### src/rtl/and_serial_pkg_amisha.sv
// rtl/and_serial_pkg_amisha.sv - shared FSM states and index-width helper for the serial AND reducer
package and_serial_pkg_amisha;

    typedef enum logic [1:0] {
        ST_ACC    = 2'd0,
        ST_DRAIN  = 2'd1,
        ST_RESULT = 2'd2
    } state_t;

    function automatic int idx_width(input int n_bits);
        return (n_bits < 2) ? 1 : $clog2(n_bits);
    endfunction

endpackage

### src/rtl/and_serial_reduce_amisha_bit_counter.sv
// rtl/and_serial_reduce_amisha_bit_counter.sv - wrapping modulo-N bit counter with enable and last-bit flag
module bit_counter_amisha #(
    parameter int N = 8,
    parameter int W = 3
) (
    input  logic         clk,
    input  logic         rst_n,
    input  logic         en,
    output logic [W-1:0] cnt,
    output logic         last
);

    logic [W-1:0] cnt_q;
    logic [W-1:0] cnt_d;

    assign last = (cnt_q == W'(N - 1));
    assign cnt  = cnt_q;

    always_comb begin
        cnt_d = cnt_q;
        if (en) begin
            cnt_d = last ? '0 : cnt_q + W'(1);
        end
    end

    always_ff @(posedge clk) begin
        if (!rst_n) begin
            cnt_q <= '0;
        end else begin
            cnt_q <= cnt_d;
        end
    end

endmodule

### src/rtl/and_serial_reduce_amisha.sv
// rtl/and_serial_reduce_amisha.sv - bit-serial AND reducer with first-zero index; AND_EARLY_EXIT_EN enables early result
module and_serial_reduce_amisha
    import and_serial_pkg_amisha::*;
#(
    parameter int N_BITS = 8
) (
    input  logic                        clk_amisha,
    input  logic                        rst_n_amisha,
    input  logic                        s_valid_amisha,
    output logic                        s_ready_amisha,
    input  logic                        s_bit_amisha,
    output logic                        m_valid_amisha,
    input  logic                        m_ready_amisha,
    output logic                        m_y_amisha,
    output logic [$clog2(N_BITS)-1:0]   m_zero_idx_amisha
);

    localparam int W = idx_width(N_BITS);

    state_t         state_q, state_d;
    logic           acc_q, acc_d;
    logic           seen0_q, seen0_d;
    logic [W-1:0]   zidx_q, zidx_d;
    logic           s_ready_q, s_ready_d;
    logic           m_valid_q, m_valid_d;
    logic           m_y_q, m_y_d;
    logic [W-1:0]   m_zero_idx_q, m_zero_idx_d;

    logic           accept;
    logic [W-1:0]   cnt;
    logic           cnt_last;

    assign accept = s_valid_amisha & s_ready_q;

    bit_counter_amisha #(.N(N_BITS), .W(W)) u_cnt (
        .clk   (clk_amisha),
        .rst_n (rst_n_amisha),
        .en    (accept),
        .cnt   (cnt),
        .last  (cnt_last)
    );

    always_comb begin
        state_d      = state_q;
        acc_d        = acc_q;
        seen0_d      = seen0_q;
        zidx_d       = zidx_q;
        s_ready_d    = s_ready_q;
        m_valid_d    = m_valid_q;
        m_y_d        = m_y_q;
        m_zero_idx_d = m_zero_idx_q;

        if (accept) begin
            acc_d = acc_q & s_bit_amisha;
            if (!s_bit_amisha && !seen0_q) begin
                zidx_d  = cnt;
                seen0_d = 1'b1;
            end
        end

        case (state_q)
            ST_ACC: begin
                s_ready_d = 1'b1;
                if (accept && cnt_last) begin
                    state_d      = ST_RESULT;
                    s_ready_d    = 1'b0;
                    m_valid_d    = 1'b1;
                    m_y_d        = acc_d;
                    m_zero_idx_d = zidx_d;
                end
`ifdef AND_EARLY_EXIT_EN
                else if (accept && !s_bit_amisha && !seen0_q) begin
                    state_d      = ST_DRAIN;
                    m_valid_d    = 1'b1;
                    m_y_d        = 1'b0;
                    m_zero_idx_d = cnt;
                end
`endif
            end
            ST_RESULT: begin
                if (m_ready_amisha) begin
                    state_d   = ST_ACC;
                    s_ready_d = 1'b1;
                    m_valid_d = 1'b0;
                    acc_d     = 1'b1;
                    seen0_d   = 1'b0;
                    zidx_d    = '0;
                end
            end
`ifdef AND_EARLY_EXIT_EN
            // Result may already be out; the frame closes only once its last bit is consumed.
            ST_DRAIN: begin
                if (accept && cnt_last) begin
                    if (!m_valid_q || m_ready_amisha) begin
                        state_d   = ST_ACC;
                        m_valid_d = 1'b0;
                        acc_d     = 1'b1;
                        seen0_d   = 1'b0;
                        zidx_d    = '0;
                    end else begin
                        state_d   = ST_RESULT;
                        s_ready_d = 1'b0;
                    end
                end else if (m_valid_q && m_ready_amisha) begin
                    m_valid_d = 1'b0;
                end
            end
`endif
            default: begin
                state_d = ST_ACC;
            end
        endcase
    end

    always_ff @(posedge clk_amisha) begin
        if (!rst_n_amisha) begin
            state_q      <= ST_ACC;
            acc_q        <= 1'b1;
            seen0_q      <= 1'b0;
            zidx_q       <= '0;
            s_ready_q    <= 1'b0;
            m_valid_q    <= 1'b0;
            m_y_q        <= 1'b0;
            m_zero_idx_q <= '0;
        end else begin
            state_q      <= state_d;
            acc_q        <= acc_d;
            seen0_q      <= seen0_d;
            zidx_q       <= zidx_d;
            s_ready_q    <= s_ready_d;
            m_valid_q    <= m_valid_d;
            m_y_q        <= m_y_d;
            m_zero_idx_q <= m_zero_idx_d;
        end
    end

    assign s_ready_amisha    = s_ready_q;
    assign m_valid_amisha    = m_valid_q;
    assign m_y_amisha        = m_y_q;
    assign m_zero_idx_amisha = m_zero_idx_q;

endmodule

### config.mk
export PLATFORM = sky130hd
export DESIGN_NAME = and_serial_reduce_amisha
export DESIGN_NICKNAME = d
export VERILOG_FILES = /design/src/rtl/and_serial_pkg_amisha.sv /design/src/rtl/and_serial_reduce_amisha_bit_counter.sv /design/src/rtl/and_serial_reduce_amisha.sv
export SDC_FILE = /design/constraint.sdc
export NUM_CORES = 1
export LEC_CHECK = 0
export CAP_MARGIN = 20
export CORE_AREA = 2 2 39 41
export DETAILED_ROUTE_END_ITERATION = 12
export DIE_AREA = 0 0 41 43
export PLACE_DENSITY = 0.65
export SYNTH_ARGS = -nofsm -noshare
export SYNTH_HDL_FRONTEND = slang
export SYNTH_SLANG_ARGS = --single-unit
### constraint.sdc
create_clock -name clk_amisha -period 1.6 [get_ports clk_amisha]
set_clock_uncertainty 0.1 [all_clocks]
set_input_delay 0.4 -clock clk_amisha [delete_from_list [all_inputs] [get_ports clk_amisha]]
set_output_delay 0.4 -clock clk_amisha [all_outputs]
set_load 0.005 [all_outputs]
==> results of run 1 <==
[per-stage QoR]
step / setup slack [ns] / hold slack (ns) / instance area, um^2 / std cells / total power [mW]
floorplan: 0.153 / 0.321 / 537 / 55 / 0.390
global placement: -0.181 / 0.337 / 668 / 83 / 0.416
detailed placement: -0.195 / 0.337 / 668 / 83 / 0.417
CTS: 0.0734 / 0.354 / 693 / 87 / 0.607
global route: 0.00872 / 0.377 / 693 / 87 / 0.628
finish: 0.0827 / 0.356 / 693 / 87 / 0.601
[final cells by class]
class / count / area [um^2] / area share, %
sequential: 14 / 283 / 40.8
multi-input combinational: 38 / 238 / 34.3
timing repair buffer: 14 / 123 / 17.7
clock buffer: 3 / 22.5 / 3.25
tap: 16 / 20.0 / 2.89
inverter: 2 / 7.51 / 1.08
[power groups by stage]
| stage | clock (mW) | combinational, mW | sequential [mW] |
|---|---|---|---|
| detailed placement | 0 | 0.0483 | 0.368 |
| global placement | 0 | 0.0473 | 0.368 |
| finish | 0.193 | 0.0474 | 0.360 |
| floorplan | 0 | 0.0203 | 0.369 |
| global route | 0.214 | 0.0518 | 0.362 |
| CTS | 0.199 | 0.0476 | 0.360 |
[layer usage]
| layer | GRT usage (%) | vias up |
|---|---|---|
| li1 | - | 223 |
| met1 | 18.0 | 191 |
| met2 | 20.0 | 10 |
| met3 | 3.14 | 2 |
| met4 | 12.0 | 0 |
| met5 | 0 | - |
[state kept, by name (all words and copies together), names as in the netlist]
signal / cells
m_zero_idx_amisha: 3
u_cnt.cnt: 3
zidx_q: 3
acc_q: 1
m_valid_amisha: 1
m_y_amisha: 1
s_ready_amisha: 1
seen0_q: 1
[final timing paths]
| path | start | endpoint | slack (ns) | cells after the start |
|---|---|---|---|---|
| worst max-delay path | u_cnt.cnt[0] | m_y_amisha | 0.08 | 5 |
| worst max register to register | u_cnt.cnt[0] | m_y_amisha | 0.08 | 5 |
| worst min-delay path | acc_q | acc_q | 0.36 | 1 |
| worst min register to register | acc_q | acc_q | 0.36 | 1 |
[kinds of logic (layout without fill, tap and decap cells)]
group,after synthesis,in the layout,synth area share (%)
flops,14,14,52.2
buf+inv,3,19,3.50
simple gates,19,19,18.9
compound gates,13,13,13.3
mux,4,4,7.46
fa+ha+maj,2,2,4.66
[timing repair]
item                                    4_1_cts  5_1_grt
resized for setup                             8        1
buffers inserted                              1        0
endpoints found under the setup margin        6        1
hold endpoints to repair                      0        0
[cell usage in the layout, fill, tap and decap left out]
cell type and n:
dfxtp_1 12, a21oi_1 7, nor2_1 7, dlygate4sd2_1 6
nand2_1 5, mux2i_1 4, clkdlybuf4s50_1 4, buf_4 4
nand3_1 3, clkbuf_4 3, o21ai_0 2, inv_1 2
ha_1 2, dfxtp_2 2, and4bb_4 1, and4b_2 1
nand3b_1 1, a21o_1 1, a211oi_1 1, a31oi_1 1
nand2b_1 1, o21ai_1 1
==> out/results.ini, run 1 <==
[global_routing]
grt-ovfl-total = 0
first_global_vias = 414
track_usage_pct = 14.4
grt_pass1_wl_mm = 1.66
antenna_found_initial = 0
grt_max_degree = 10

[final_layout]
postLayoutCoreUtil_pct = 50.1
drive_gt1_share_pct = 15.5
num_antenna_cells = 0
area_delta_synth_final_pct = 29.1
nets = 80
fill_cells = 139

[routing]
ant_nets = 0
dr.pass1.iters = 3
wl_met3_um = 55
wl_met2_um = 460
maxUsedRoutingLayer = met4
wl_met1_um = 466
viasPerCell = 4.90
dr_total_vias = 426
drcViolationCount = 0
drt_iter0_markers = 4
drt-total-wl_mm = 1.00
wire_per_inst_um = 11.5

[timing]
relSlewSlack_pct = 85.9
tightest_slew_ns = 0.206
rsz0062_at_grt = false
timing.setup.tns_ns = 0
post-route-period-util_pct = 94.8
slew_viol_final = 0
setup_viol = 0
fmax_mhz = 659
hold_viol_final = 0
min_period_ns = 1.52

[pwr]
switchingPower_uw = 132
vdd_drop_max_mv = 0.400
powerDensity_nw_per_um2 = 867
clock_power_share_pct = 32.1
power.internal_uw = 469
power.share.combinational_pct = 7.9
power_switching_share_pct = 22.0
p_leak_nw = 0.305
seq_power_share_pct = 60.0

[worst_setup_path]
cp_slowest_stage_delay_ns = 0.34
path_buf_inv = 0
cp_cell_sequence = ha_1 -> ha_1 -> and4b_2 -> nand2b_1 -> a21oi_1
critPathKind = flip-flop to flip-flop
cp.arrival_ns = 1.63
cp_common_cell = ha_1
path_delay_family = simple AND/OR/NAND/NOR gates
crit_fanout = 9
startpoint_type = flip-flop
worstPathRequired_ns = 1.71
cp-end-kind = flip-flop
slowest_stage = dfxtp_1

[cts]
clk_pin_slew_worst_paths_ns = 0.08
cts_htree_levels = 1
cts_num_sinks = 14
cts_buffers = 3
clk_latency_ns = 0.28
postCtsHoldBufs = 0
root_buffer = clkbuf_4
tritoncts = yes
clock_path_buffers = 2

[logic_synthesis]
synth_cells = 55
synth_top_area_share_pct = 52.2
avgSynthCellArea_um2 = 9.76
ys.flop_type = dfxtp_1
synth_cell_types = 17
synth_area_um2 = 537
ys_seq_elements = 14
async_flop_share_pct = 0
yosys_warnings = 0
synth.area.top_cells = dfxtp_1 (52%), mux2i_1 (7.5%), a21oi_1 (6.5%), nor2_1 (4.9%), ha_1 (4.7%)
synth_nets = 62
yosysMostFrequentCell = dfxtp_1
yosys-top-cells-count = dfxtp_1 (14), a21oi_1 (7), nor2_1 (7)
synth_edf_count = 0
yosysTopAreaCell = dfxtp_1
synth_seq_area_share_pct = 52.2

[placed_design]
gp_congestion = 0.723
port_buffers = 10
dpl.hpwl_um = 739

[floorplanning]
initial_core_util_pct = 38.8
core-area_um2 = 1380
die_w_um = 41
rows = 14
die-area_um2 = 1760
die_y_um = 43
pin_count = 11

[flow_run]
max_cap_viol_count = 0

[min_path]
hold_class = flip-flop to flip-flop

[run_status]
status = complete, no violations

Power figures use the tool's default switching activity.
==> run 2: changes to the inputs <==
--- a/config.mk
+++ b/config.mk
@@ -10,6 +10,7 @@
 export DETAILED_ROUTE_END_ITERATION = 12
 export DIE_AREA = 0 0 41 43
 export PLACE_DENSITY = 0.65
+export SETUP_SLACK_MARGIN = 0.5
 export SYNTH_ARGS = -nofsm -noshare
 export SYNTH_HDL_FRONTEND = slang
 export SYNTH_SLANG_ARGS = --single-unit
==> run 2 against run 1 <==
Net effect:
- global-route usage rose by 4.0 points
- count of clock-buffer cells in the layout rose by 1
- clock power rose by 34%
- die area did not move
- sequential cell count did not move
- sequential power barely moved
- critical endpoint unchanged
- design area rose by 20%
- core utilization rose by 10 points
==> out/results.ini, run 2 (same netlist as run 1, synthesis figures left out) <==
[run_status]
status = complete, no violations

[floorplanning]
die-area_um2 = 1760
core-area_um2 = 1380
pin_count = 11
rows = 14
die_y_um = 43
initial_core_util_pct = 38.8
die_w_um = 41

[min_path]
worstHoldStart = seen0_q
hold_class = flip-flop to flip-flop
whs_path_depth = 2
holdPathEnd = seen0_q

[worst_setup_path]
critPathKind = flip-flop to flip-flop
path_delay_family = simple AND/OR/NAND/NOR gates
crit_fanout = 5
cp_slowest_stage_delay_ns = 0.36
cp_common_cell = ha_4
slowest_stage = dfxtp_4
worstPathRequired_ns = 1.72
path_buf_inv = 0
cp.arrival_ns = 1.46
r2r_start = u_cnt.cnt[0]
cp_cell_sequence = ha_4 -> ha_4 -> and4b_2 -> nand2b_4 -> a21oi_2
cp-end-kind = flip-flop
startpoint_type = flip-flop
reg2reg_slack_ns = 0.27
r2r_end = m_y_amisha
r2r_cells = 5

[cts]
cts_htree_levels = 1
clk_latency_ns = 0.29
root_buffer = clkbuf_4
cts_buffers = 3
clk_pin_slew_worst_paths_ns = 0.09
postCtsHoldBufs = 0
clock_path_buffers = 2
cts_num_sinks = 14
tritoncts = yes

[final_layout]
multiInputGateArea_um2 = 312
area_delta_synth_final_pct = 55.0
regArea_um2 = 295
nets = 87
drive_gt1_share_pct = 53.2
postLayoutCoreUtil_pct = 60.1
final_common_cell = buf_4
num_antenna_cells = 0
most-common-layout-cells = buf_4 (8), a21oi_1 (6), nor2_1 (6), dfxtp_1 (6), dfxtp_2 (6)
fill_cells = 118

[timing]
post-route-period-util_pct = 83.3
min_period_ns = 1.33
fmax_mhz = 750
tightest_slew_ns = 0.237
hold_slack_ns = 0.359
rsz0062_at_grt = true
slew_viol_final = 0
hold_viol_final = 0
timing.setup.tns_ns = 0
relSlewSlack_pct = 84.2
setup_viol = 0

[pwr]
vdd_drop_max_mv = 0.535
powerDensity_nw_per_um2 = 813
p_leak_nw = 0.343

[routing]
dr.pass1.iters = 4
viasPerCell = 5.23
drt-total-wl_mm = 1.22
ant_nets = 0
drcViolationCount = 0
dr_total_vias = 497
wire_per_inst_um = 12.8
drt_iter0_markers = 7

[global_routing]
grt_max_degree = 9
antenna_found_initial = 0
grt-ovfl-total = 0
grt_pass1_wl_mm = 2.15
first_global_vias = 514
track_usage_pct = 18.5

[flow_run]
max_cap_viol_count = 0

[placed_design]
gp_congestion = 0.699
dpl.hpwl_um = 830
port_buffers = 10

run 2: cell count changes in the layout (fill, tap and decap cells not counted), sizes merged:
cell	delta
clkdlybuf4s50	-3
dlygate4sd2	-3
buf	+11
clkbuf	+2
and4b	+1
run 2: worst max path at each step:
stage	startpoint	endpoint	slack, ns	depth (start not counted)
global route	u_cnt.cnt[0]	m_y_amisha	0.21	5
floorplan	u_cnt.cnt[0]	m_y_amisha	0.24	6
global placement	s_valid_amisha	m_zero_idx_amisha[1]	-0.19	4
CTS	u_cnt.cnt[0]	m_y_amisha	0.27	5
finish	u_cnt.cnt[0]	m_y_amisha	0.27	5
detailed placement	s_valid_amisha	m_zero_idx_amisha[1]	-0.18	4
run 2: routing by layer:
layer / GRT usage (%) / routed length [um] / vias to the layer above
met4: 11.3 / 36 / 0
met5: 0 / 0 / -
met1: 22.0 / 505 / 232
li1: - / - / 242
met2: 27.5 / 609 / 16
met3: 5.76 / 68 / 7
run 2: area by class of cell:
| cell class | instances | share of cell area, % |
|---|---|---|
| flip-flops and latches | 14 | 35.5 |
| multi-input cells | 39 | 37.4 |
| well taps | 16 | 2.41 |
| inverters | 2 | 0.902 |
| clock buffers | 4 | 4.36 |
| repair buffers | 20 | 19.4 |
run 2: through the flow:
| step | std cells | cell area [um^2] | worst slack (ns) | power, mW |
|---|---|---|---|---|
| 2_1_floorplan | 55 | 577 | 0.237 | 0.393 |
| 3_3_place_gp | 83 | 708 | -0.185 | 0.420 |
| 3_5_place_dp | 83 | 708 | -0.178 | 0.420 |
| 4_1_cts | 94 | 790 | 0.271 | 0.677 |
| 5_1_grt | 95 | 832 | 0.212 | 0.709 |
| 6_report | 95 | 832 | 0.267 | 0.677 |
run 2: what timing repair did:
item / 4_1_cts / 5_1_grt
resized for setup: 35 / 10
setup buffers: 6 / 1
cloned: 1 / 0
pin swaps: 11 / 5
setup endpoints to repair: 20 / 20
run 2: power by group:
group	internal [mW]	total (mW)	switching (mW)
Sequential	0.354	0.360	0.00527
Combinational	0.0303	0.0581	0.0278
Clock	0.139	0.259	0.120
Total	0.523	0.677	0.153
run 2: tightest hold or removal path, stage by stage, from the launching register on:
cell and delay, ns:
dfxtp_1 0.32, inv_1 0.05, a21oi_1 0.05
